## config.mk

```make
export PLATFORM = sky130hd
export DESIGN_NAME = shift_tx_piso
export DESIGN_NICKNAME = d
export VERILOG_FILES = /design/src/rtl/shift_tx_piso_pkg.sv /design/src/rtl/shift_bit_counter.sv /design/src/rtl/shift_tx_piso.sv
export SDC_FILE = /design/constraint.sdc
export NUM_CORES = 1
export LEC_CHECK = 0
export ABC_CLOCK_PERIOD_IN_PS = 2300
export BUFFER_PORTS_ARGS = -buffer_cell sky130_fd_sc_hd__buf_2
export CELL_PAD_IN_SITES_DETAIL_PLACEMENT = 0
export CELL_PAD_IN_SITES_GLOBAL_PLACEMENT = 2
export CORE_MARGIN = 2
export CORE_UTILIZATION = 33
export DETAILED_ROUTE_END_ITERATION = 8
export PLACE_DENSITY_LB_ADDON = 0.05
export SLEW_MARGIN = 20
export SYNTH_ARGS = -nofsm -noshare
export SYNTH_HDL_FRONTEND = slang
export SYNTH_SLANG_ARGS = --single-unit
```

## constraint.sdc

```tcl
create_clock -name clk -period 2.3 [get_ports clk]
set_input_delay 0.69 -clock clk [delete_from_list [all_inputs] [get_ports clk]]
set_output_delay 0.69 -clock clk [all_outputs]
set_load 0.01 [all_outputs]
```

## src/rtl/shift_tx_piso_pkg.sv

```systemverilog
// rtl/shift_tx_piso_pkg.sv - state encodings, default width and clog2 helper shared by the shift link
package shift_tx_piso_pkg;

  typedef enum logic {
    ST_IDLE  = 1'b0,
    ST_SHIFT = 1'b1
  } state_e;

  localparam int SHIFT_DEFAULT_WIDTH = 8;

  function automatic int clog2(input int value);
    int r;
    int v;
    r = 0;
    v = value - 1;
    while (v > 0) begin
      r = r + 1;
      v = v >> 1;
    end
    return r;
  endfunction

endpackage

```

## src/rtl/shift_bit_counter.sv

```systemverilog
// rtl/shift_bit_counter.sv - bit-position up-counter with clear, enable and terminal flag
module shift_bit_counter
  import shift_tx_piso_pkg::*;
#(
  parameter int WIDTH = SHIFT_DEFAULT_WIDTH,
  localparam int CW   = clog2(WIDTH)
) (
  input  logic clk,
  input  logic reset,
  input  logic clr,
  input  logic en,
  output logic last
);

  logic [CW-1:0] cnt_q;
  logic [CW-1:0] cnt_d;

  always_comb begin
    cnt_d = cnt_q;
    if (clr) begin
      cnt_d = '0;
    end else if (en) begin
      cnt_d = cnt_q + 1'b1;
    end
  end

  always_ff @(posedge clk or posedge reset) begin
    if (reset) begin
      cnt_q <= '0;
    end else begin
      cnt_q <= cnt_d;
    end
  end

  assign last = (cnt_q == CW'(WIDTH - 1));

endmodule

```

## src/rtl/shift_tx_piso.sv

```systemverilog
// rtl/shift_tx_piso.sv - parallel-in/serial-out link transmitter, MSB or LSB first
// Define SHIFT_TX_PIPO_CHAIN_EN to accept the next word during the last bit (gapless frames).
module shift_tx_piso
  import shift_tx_piso_pkg::*;
#(
  parameter int WIDTH     = SHIFT_DEFAULT_WIDTH,
  parameter bit MSB_FIRST = 1'b1
) (
  input  logic             clk,
  input  logic             reset,
  input  logic [WIDTH-1:0] load_data,
  input  logic             load_valid,
  output logic             load_ready,
  output logic             ser_out,
  output logic             ser_valid,
  output logic             busy,
  output logic             done
);

  state_e           state_q;
  state_e           state_d;
  logic [WIDTH-1:0] shreg_q;
  logic [WIDTH-1:0] shreg_d;
  logic [WIDTH-1:0] shifted;
  logic             done_q;
  logic             done_d;
  logic             last;
  logic             accept;
  logic             cnt_en;

  shift_bit_counter #(.WIDTH(WIDTH)) u_bit_counter (
    .clk   (clk),
    .reset (reset),
    .clr   (accept),
    .en    (cnt_en),
    .last  (last)
  );

`ifdef SHIFT_TX_PIPO_CHAIN_EN
  assign load_ready = (state_q == ST_IDLE) || last;
`else
  assign load_ready = (state_q == ST_IDLE);
`endif

  assign accept  = load_valid && load_ready;
  // Counter holds at WIDTH-1 after the last bit so it never wraps inside a frame.
  assign cnt_en  = (state_q == ST_SHIFT) && !last;
  assign shifted = MSB_FIRST ? {shreg_q[WIDTH-2:0], 1'b0} : {1'b0, shreg_q[WIDTH-1:1]};

  always_comb begin
    state_d = state_q;
    shreg_d = shreg_q;
    done_d  = 1'b0;
    case (state_q)
      ST_IDLE: begin
        if (accept) begin
          shreg_d = load_data;
          state_d = ST_SHIFT;
        end
      end
      ST_SHIFT: begin
        shreg_d = shifted;
        if (last) begin
          done_d  = 1'b1;
          state_d = ST_IDLE;
          if (accept) begin
            shreg_d = load_data;
            state_d = ST_SHIFT;
          end
        end
      end
      default: state_d = ST_IDLE;
    endcase
  end

  always_ff @(posedge clk or posedge reset) begin
    if (reset) begin
      state_q <= ST_IDLE;
      shreg_q <= '0;
      done_q  <= 1'b0;
    end else begin
      state_q <= state_d;
      shreg_q <= shreg_d;
      done_q  <= done_d;
    end
  end

  // All outputs decode flops only, so ser_out is settled long before the receiver's falling-edge sample.
  assign ser_out   = MSB_FIRST ? shreg_q[WIDTH-1] : shreg_q[0];
  assign ser_valid = (state_q == ST_SHIFT);
  assign busy      = (state_q == ST_SHIFT);
  assign done      = done_q;

endmodule

```

==> results of run 1 <==
## area by class of cell
cell class              instances  area (um2)
repair buffers                 16        82.6
flip-flops and latches         13         325
inverters                       2        7.51
multi-input cells              36         243
fillers                       186        1030
well taps                      25        31.3
clock buffers                   4        26.3
## path summary, 6_finish.rpt
check	startpoint	end	slack, ns	cells after the start
setup / recovery	busy	ser_valid	0.51	2
hold / removal	reset	shreg_q[5]	0.43	2
setup reg to reg	u_bit_counter.cnt_q[0]	u_bit_counter.cnt_q[0]	0.96	5
hold reg to reg	shreg_q[2]	shreg_q[3]	0.49	2
max in group asynchronous	reset	busy	1.53	2
min in group clk	shreg_q[2]	shreg_q[3]	0.49	2
## power groups by stage
stage	Sequential [uW]	Combinational, uW	Clock, uW
2_1_floorplan	379	260	0
3_3_place_gp	385	320	0
3_5_place_dp	385	315	0
4_1_cts	380	317	145
5_1_grt	390	360	154
6_report	379	310	134
## sequential cells by signal, indices dropped and copies added, names as in the netlist
signal / flops
done: 1
shreg_q: 8
u_bit_counter.cnt_q: 3
busy: 1
## metrics by stage
step                      instance area [um2]  utilization  worst slack (ns)
after floorplan                           613            -             0.973
after global placement                    689        0.395             0.812
after detailed placement                  689        0.395             0.790
after CTS                                 716        0.410             0.492
after global routing                      716        0.410             0.414
final                                     716        0.410             0.511
## worst register-to-register path: cells and delay by family, from the launching register on
family / cells / cell delay [ns]
flip-flops: 1 / 0.41
AND/OR/NAND/NOR: 1 / 0.19
adder cells (fa/ha/maj): 2 / 0.44
AO/OA/AOI/OAI: 2 / 0.19
## cells in the mapped netlist, drive strengths merged
| master | count | area, um2 |
|---|---|---|
| ha | 2 | 25.0 |
| dfrtp | 13 | 325 |
| nand2 | 9 | 33.8 |
| mux2i | 10 | 100 |
| nor2 | 3 | 13.8 |
| buf | 4 | 37.5 |
| o31ai | 1 | 7.51 |
| inv | 2 | 7.50 |
| and2 | 1 | 8.76 |
| o21ai | 10 | 53.8 |
## cell families (layout without fill, tap and decap cells)
logic type               after synthesis  after routing  synth area share
flip-flops                            13             13             0.531
multiplexers                          10             10             0.163
AO/OA/AOI/OAI                         11             11             0.100
adder cells (fa/ha/maj)                2              2            0.0408
buffers and inverters                  6             22            0.0734
AND/OR/NAND/NOR                       13             13            0.0918
## routing by layer
layer  share of wire  global-route usage  wire, um  vias up
met5               0                   0         0        -
met4           0.024              0.0667        23        0
met3           0.070              0.0577        66        5
met2            0.41               0.140       387       14
met1            0.49               0.134       465      189
li1                -                   -         -      223
==> impl_metrics.env, run 1 <==
export IMPL_num_vias=431
export IMPL_grt_use_total=0.106
export IMPL_synthesis_area_um2=613
export IMPL_fmax_ghz=0.559
export IMPL_max_cap_viol_count=0
export IMPL_syn_nets=68
export IMPL_leakage_uw=0.000358
export IMPL_syn_inst=55
export IMPL_cts_tree="yes"
export IMPL_hold_viol=0
export IMPL_total_power_uw=822
export IMPL_crit_chain="buf_4 > buf_2"
export IMPL_whs_ns=0.430
export IMPL_viasPerCell=4.49
export IMPL_critPathSlowestCell="dfrtp_1"
export IMPL_cts_resized=0
export IMPL_routed_wl_um=942
export IMPL_clkSinkCount=13
export IMPL_tns_ns=0
export IMPL_drive_gt1_frac=0.324
export IMPL_crit_type="reg2out"
export IMPL_netSwitchingPower_uw=293
export IMPL_status="finished clean"
export IMPL_fp_row_count=15
export IMPL_required_ns=1.61
export IMPL_first_global_vias=348
export IMPL_post_cts_setup_buffers=0
export IMPL_pin_count=16
export IMPL_start_util=0.351
export IMPL_finalNetCount=85
export IMPL_finalSetupViolations=0
export IMPL_period_needed_ns=1.79
export IMPL_cts_root_buf="clkbuf_4"
export IMPL_avgRoutedWirePerCell_um=9.81
export IMPL_yosys_warnings=0
export IMPL_num_antenna_cells=0
export IMPL_cts_max_level=1
export IMPL_die_w_um=47.1
export IMPL_ir_worst_vdd_uv=683
export IMPL_crit_family="flip-flops"
export IMPL_final_common_cell="buf_2"
export IMPL_critical_path_buf_inv_count=2
export IMPL_drv_slew=0
export IMPL_cpPeakStageDelay_ns=0.45
export IMPL_cp_max_fo=15
export IMPL_first_iter_violations=4
export IMPL_grt_max_degree=16
export IMPL_start_kind="register"
export IMPL_grt_antenna_before_repair=0
export IMPL_fin_cells=96
export IMPL_pwr_share_clk=0.163
export IMPL_ant_nets=0
export IMPL_finalClockSkew_ns=0.00463
export IMPL_clockBufferDepth=2
export IMPL_ctsHoldBuffers=0
export IMPL_die_h_um=47.1
export IMPL_gp_congestion=0.699
export IMPL_insertion_delay_ns=0.27
export IMPL_seqPwrFrac=0.460
export IMPL_power_frac_comb=0.377
export IMPL_hold_path_class="in2async"
export IMPL_hpwl_um=732
export IMPL_overflow=0
export IMPL_worstPathArrival_ns=1.10
export IMPL_worst_pin_slew_ns=0.498
export IMPL_cp_end_kind="primary output"
export IMPL_die_area_um2=2220
export IMPL_first_pass_iters=2
export IMPL_drcViolationCount=0
export IMPL_path_clk_slew_ns=0.07
export IMPL_layout_common_cells="buf_2, dfrtp_1, mux2i_1"
export IMPL_switching_share=0.356
export IMPL_cts_buffers_inserted=3
export IMPL_p_int_uw=529
export IMPL_synthToLayoutAreaGrowth_pct=16.7
export IMPL_slew_headroom=0.668
export IMPL_syn_area_per_cell_um2=11.1
export IMPL_rsz0062_at_grt="false"
export IMPL_grt_pass1_wl_mm=1.51
export IMPL_powerDensity_nw_per_um2=1150
export IMPL_yosysSeqAreaShare=0.531
export IMPL_port_buffers=15
export IMPL_ys_seq_elements=13
export IMPL_coreArea_um2=1750
export IMPL_yosysUniqueCellTypes=15
export IMPL_period_share=0.778
export IMPL_dp_cells=92
Power figures use the tool's default switching activity.
==> run 2: changes to the inputs <==
Settings changed: ABC_CLOCK_PERIOD_IN_PS 2300 to 1800, CORE_UTILIZATION 33 to 30.
Clock period 2.3 ns to 1.8 ns, I/O delays scaled along.
==> impl_metrics.env, run 2 (synthesis gave the netlist of run 1 again) <==
export IMPL_netSwitchingPower_uw=382
export IMPL_clockBufferDepth=2
export IMPL_grt_use_total=0.109
export IMPL_start_kind="register"
export IMPL_total_power_uw=1060
export IMPL_cts_root_buf="clkbuf_4"
export IMPL_clkSinkCount=13
export IMPL_finalSetupViolations=0
export IMPL_switching_share=0.360
export IMPL_num_antenna_cells=0
export IMPL_leakage_uw=0.000358
export IMPL_first_global_vias=438
export IMPL_finalClockSkew_ns=0.00334
export IMPL_synthToLayoutAreaGrowth_pct=17.1
export IMPL_cts_max_level=1
export IMPL_fillers=209
export IMPL_start_util=0.316
export IMPL_seqPwrFrac=0.474
export IMPL_port_buffers=15
export IMPL_p_int_uw=678
export IMPL_period_needed_ns=1.60
export IMPL_first_iter_violations=3
export IMPL_postPlaceCellArea_um2=692
export IMPL_die_w_um=49.2
export IMPL_pwr_share_clk=0.164
export IMPL_drv_slew=0
export IMPL_post_cts_setup_buffers=0
export IMPL_num_vias=416
export IMPL_slew_headroom=0.671
export IMPL_period_share=0.888
export IMPL_coreArea_um2=1940
export IMPL_r2r_start="u_bit_counter.cnt_q[0]"
export IMPL_status="finished clean"
export IMPL_viasPerCell=4.24
export IMPL_tns_ns=0
export IMPL_cts_buffers_inserted=3
export IMPL_stdcell_area_um2=718
export IMPL_overflow=0
export IMPL_worst_pin_slew_ns=0.493
export IMPL_path_clk_slew_ns=0.08
export IMPL_routed_wl_mm=1.07
export IMPL_largest_register_ffs=8
export IMPL_grt_pass1_wl_mm=1.99
export IMPL_whs_ns=0.280
export IMPL_reg_top3="shreg_q (8), u_bit_counter.cnt_q (3)"
export IMPL_ant_nets=0
export IMPL_die_h_um=49.2
export IMPL_final_common_cell="buf_2"
export IMPL_first_pass_iters=3
export IMPL_hold_path_class="in2async"
export IMPL_grt_max_degree=14
export IMPL_avgRoutedWirePerCell_um=10.9
export IMPL_insertion_delay_ns=0.27
export IMPL_hold_viol=0
export IMPL_cts_resized=0
export IMPL_finalNetCount=85
export IMPL_grt_antenna_before_repair=0
export IMPL_powerDensity_nw_per_um2=1480
export IMPL_max_cap_viol_count=0
export IMPL_rsz0062_at_grt="false"
export IMPL_largest_register="shreg_q"
export IMPL_gp_congestion=0.732
export IMPL_worstPathArrival_ns=1.06
export IMPL_drcViolationCount=0
export IMPL_r2r_end="u_bit_counter.cnt_q[0]"
export IMPL_layout_common_cells="buf_2, dfrtp_1, mux2i_1"
export IMPL_power_frac_comb=0.363
export IMPL_crit_type="reg2out"
export IMPL_cp_end_kind="primary output"
export IMPL_pin_count=16
export IMPL_ir_worst_vdd_uv=496
export IMPL_required_ns=1.26
export IMPL_drive_gt1_frac=0.324
export IMPL_cp_max_fo=10
export IMPL_ctsHoldBuffers=0
export IMPL_die_area_um2=2420
export IMPL_reg2reg_slack_ns=0.45
export IMPL_hpwl_um=796
export IMPL_rr_worst_depth=5
export IMPL_fp_row_count=16
export IMPL_fmax_ghz=0.626
export IMPL_cts_tree="yes"
run 2: worst max path at each step:
| stage | depth (start not counted) | slack, ns | from | end |
|---|---|---|---|---|
| 2_1_floorplan | 5 | 0.52 | u_bit_counter.cnt_q[0] | u_bit_counter.cnt_q[0] |
| 3_3_place_gp | 2 | 0.46 | busy | load_ready |
| 3_5_place_dp | 5 | 0.45 | u_bit_counter.cnt_q[0] | u_bit_counter.cnt_q[0] |
| 4_1_cts | 2 | 0.17 | busy | load_ready |
| 5_1_grt | 2 | 0.11 | busy | load_ready |
| 6_report | 2 | 0.20 | busy | load_ready |
run 2: metal layers:
layer / global-route usage / vias to the layer above / part of all wire
li1: - / 218 / -
met1: 0.137 / 186 / 0.50
met2: 0.164 / 10 / 0.43
met3: 0.0368 / 2 / 0.058
met4: 0.0571 / 0 / 0.010
met5: 0 / - / 0
run 2: critical path, cell delays in order, from the launching register on:
cell     delay [ns]
dfrtp_1        0.55
inv_2          0.09
buf_2          0.15
run 2: layout make-up:
cell class,count,area [um2],share of cell area
Timing Repair Buffer,16,82.6,0.115
Clock buffer,4,26.3,0.0366
Sequential cell,13,325,0.453
Multi-Input combinational cell,36,243,0.338
Tap cell,27,33.8,0.0470
Inverter,2,7.51,0.0105
run 2: per-stage QoR:
stage | worst slack, ns | util | cells
global route | 0.114 | 0.370 | 98
global placement | 0.463 | 0.356 | 94
CTS | 0.170 | 0.370 | 98
detailed placement | 0.451 | 0.356 | 94
floorplan | 0.519 | - | 55
finish | 0.202 | 0.370 | 98
run 2: power groups by stage:
| stage | Combinational (uW) | Sequential (uW) | Clock [uW] |
|---|---|---|---|
| after floorplan | 332 | 484 | 0 |
| after global placement | 392 | 511 | 0 |
| after detailed placement | 395 | 510 | 0 |
| after CTS | 395 | 505 | 188 |
| after global routing | 450 | 521 | 198 |
| final | 384 | 502 | 173 |
==> run 3: changes to the inputs <==
Settings changed: BUFFER_PORTS_ARGS -buffer_cell sky130_fd_sc_hd__buf_2 to unset, CORE_UTILIZATION 30 to 36, DONT_BUFFER_PORTS set to 1.
==> impl_metrics.env, run 3 (synthesis gave the netlist of run 1 again) <==
export IMPL_status="finished clean"
export IMPL_num_antenna_cells=0
export IMPL_fp_row_count=14
export IMPL_max_cap_viol_count=0
export IMPL_synthToLayoutAreaGrowth_pct=2.65
export IMPL_cts_buffers_inserted=3
export IMPL_first_global_vias=403
export IMPL_grt_use_total=0.118
export IMPL_cts_max_level=1
export IMPL_worstPathArrival_ns=0.96
export IMPL_largest_register_ffs=8
export IMPL_routed_wl_um=970
export IMPL_cts_tree="yes"
export IMPL_rsz0062_at_grt="false"
export IMPL_avgRoutedWirePerCell_um=13.5
export IMPL_first_iter_violations=9
export IMPL_cp_max_fo=6
export IMPL_coreArea_um2=1560
export IMPL_period_needed_ns=1.50
export IMPL_drcViolationCount=0
export IMPL_cp_end_kind="primary output"
export IMPL_worst_pin_slew_ns=0.485
export IMPL_fmax_ghz=0.667
export IMPL_clockBufferDepth=2
export IMPL_grt_max_degree=16
export IMPL_cts_root_buf="clkbuf_4"
export IMPL_clkSinkCount=13
export IMPL_overflow=0
export IMPL_tns_ns=0
export IMPL_die_w_um=45.3
export IMPL_crit_type="reg2out"
export IMPL_critPathSlowestCell="dfrtp_1"
export IMPL_whs_ns=0.160
export IMPL_num_vias=397
export IMPL_post_cts_setup_buffers=0
export IMPL_crit_chain="inv_2"
export IMPL_die_h_um=45.3
export IMPL_gp_congestion=0.691
export IMPL_finalSetupViolations=0
export IMPL_cpPeakStageDelay_ns=0.56
export IMPL_dp_cells=68
export IMPL_hpwl_um=754
export IMPL_grt_antenna_before_repair=0
export IMPL_first_pass_iters=4
export IMPL_powerDensity_nw_per_um2=1610
export IMPL_die_area_um2=2050
export IMPL_ctsHoldBuffers=0
export IMPL_cts_resized=0
export IMPL_start_kind="register"
export IMPL_pin_count=16
export IMPL_drive_gt1_frac=0.143
export IMPL_final_common_cell="dfrtp_1"
export IMPL_finalNetCount=70
export IMPL_port_buffers=0
export IMPL_ir_worst_vdd_uv=615
export IMPL_path_clk_slew_ns=0.08
export IMPL_ant_nets=0
export IMPL_drv_slew=0
export IMPL_hold_path_class="in2async"
export IMPL_viasPerCell=5.51
export IMPL_slew_headroom=0.676
export IMPL_finalClockSkew_ns=0.00830
export IMPL_leakage_uw=0.000298
export IMPL_insertion_delay_ns=0.28
export IMPL_layout_common_cells="dfrtp_1, mux2i_1, nand2_1"
export IMPL_critical_path_buf_inv_count=1
export IMPL_largest_register="shreg_q"
export IMPL_fillers=157
export IMPL_fin_cells=72
export IMPL_required_ns=1.26
export IMPL_grt_pass1_wl_mm=1.62
export IMPL_period_share=0.833
export IMPL_start_util=0.393
export IMPL_reg_top3="shreg_q (8), u_bit_counter.cnt_q (3)"
export IMPL_hold_viol=0
export IMPL_crit_family="flip-flops"
run 3: metal layers:
metal	up-vias	track usage	routed length (um)
li1	187	-	-
met1	191	0.139	430
met2	16	0.180	448
met3	3	0.0240	59
met4	0	0.106	31
met5	-	0	0
run 3: path summary, 6_finish.rpt:
path | start | to | slack (ns) | cells after the start
setup / recovery | busy | load_ready | 0.30 | 1
hold / removal | reset | shreg_q[3] | 0.16 | 1
setup reg to reg | u_bit_counter.cnt_q[0] | u_bit_counter.cnt_q[0] | 0.45 | 5
hold reg to reg | shreg_q[2] | shreg_q[3] | 0.50 | 2
max in group asynchronous | reset | u_bit_counter.cnt_q[0] | 1.31 | 1
min in group clk | load_data[0] | shreg_q[0] | 0.42 | 2
run 3: through the flow:
| step | cell area (um2) | power, uW | setup WS, ns | utilization |
|---|---|---|---|---|
| 2_1_floorplan | 613 | 816 | 0.519 | - |
| 3_3_place_gp | 603 | 813 | 0.495 | 0.387 |
| 3_5_place_dp | 603 | 847 | 0.449 | 0.387 |
| 4_1_cts | 629 | 1030 | 0.271 | 0.404 |
| 5_1_grt | 629 | 1100 | 0.242 | 0.404 |
| 6_report | 629 | 1010 | 0.300 | 0.404 |
run 3: cell type report:
class,instances,area (um2),area share
Sequential cell,13,325,0.517
Clock buffer,4,26.3,0.0417
Tap cell,16,20.0,0.0318
Inverter,2,7.51,0.0119
Timing Repair Buffer,1,7.51,0.0119
Multi-Input combinational cell,36,243,0.386
run 3: power by group:
part / total, uW / internal (uW) / switching, uW / leakage [uW]
clock: 179 / 86.0 / 93.3 / 0.0000150
sequential: 517 / 409 / 109 / 0.000167
combinational: 315 / 145 / 170 / 0.000116
total: 1010 / 639 / 372 / 0.000298
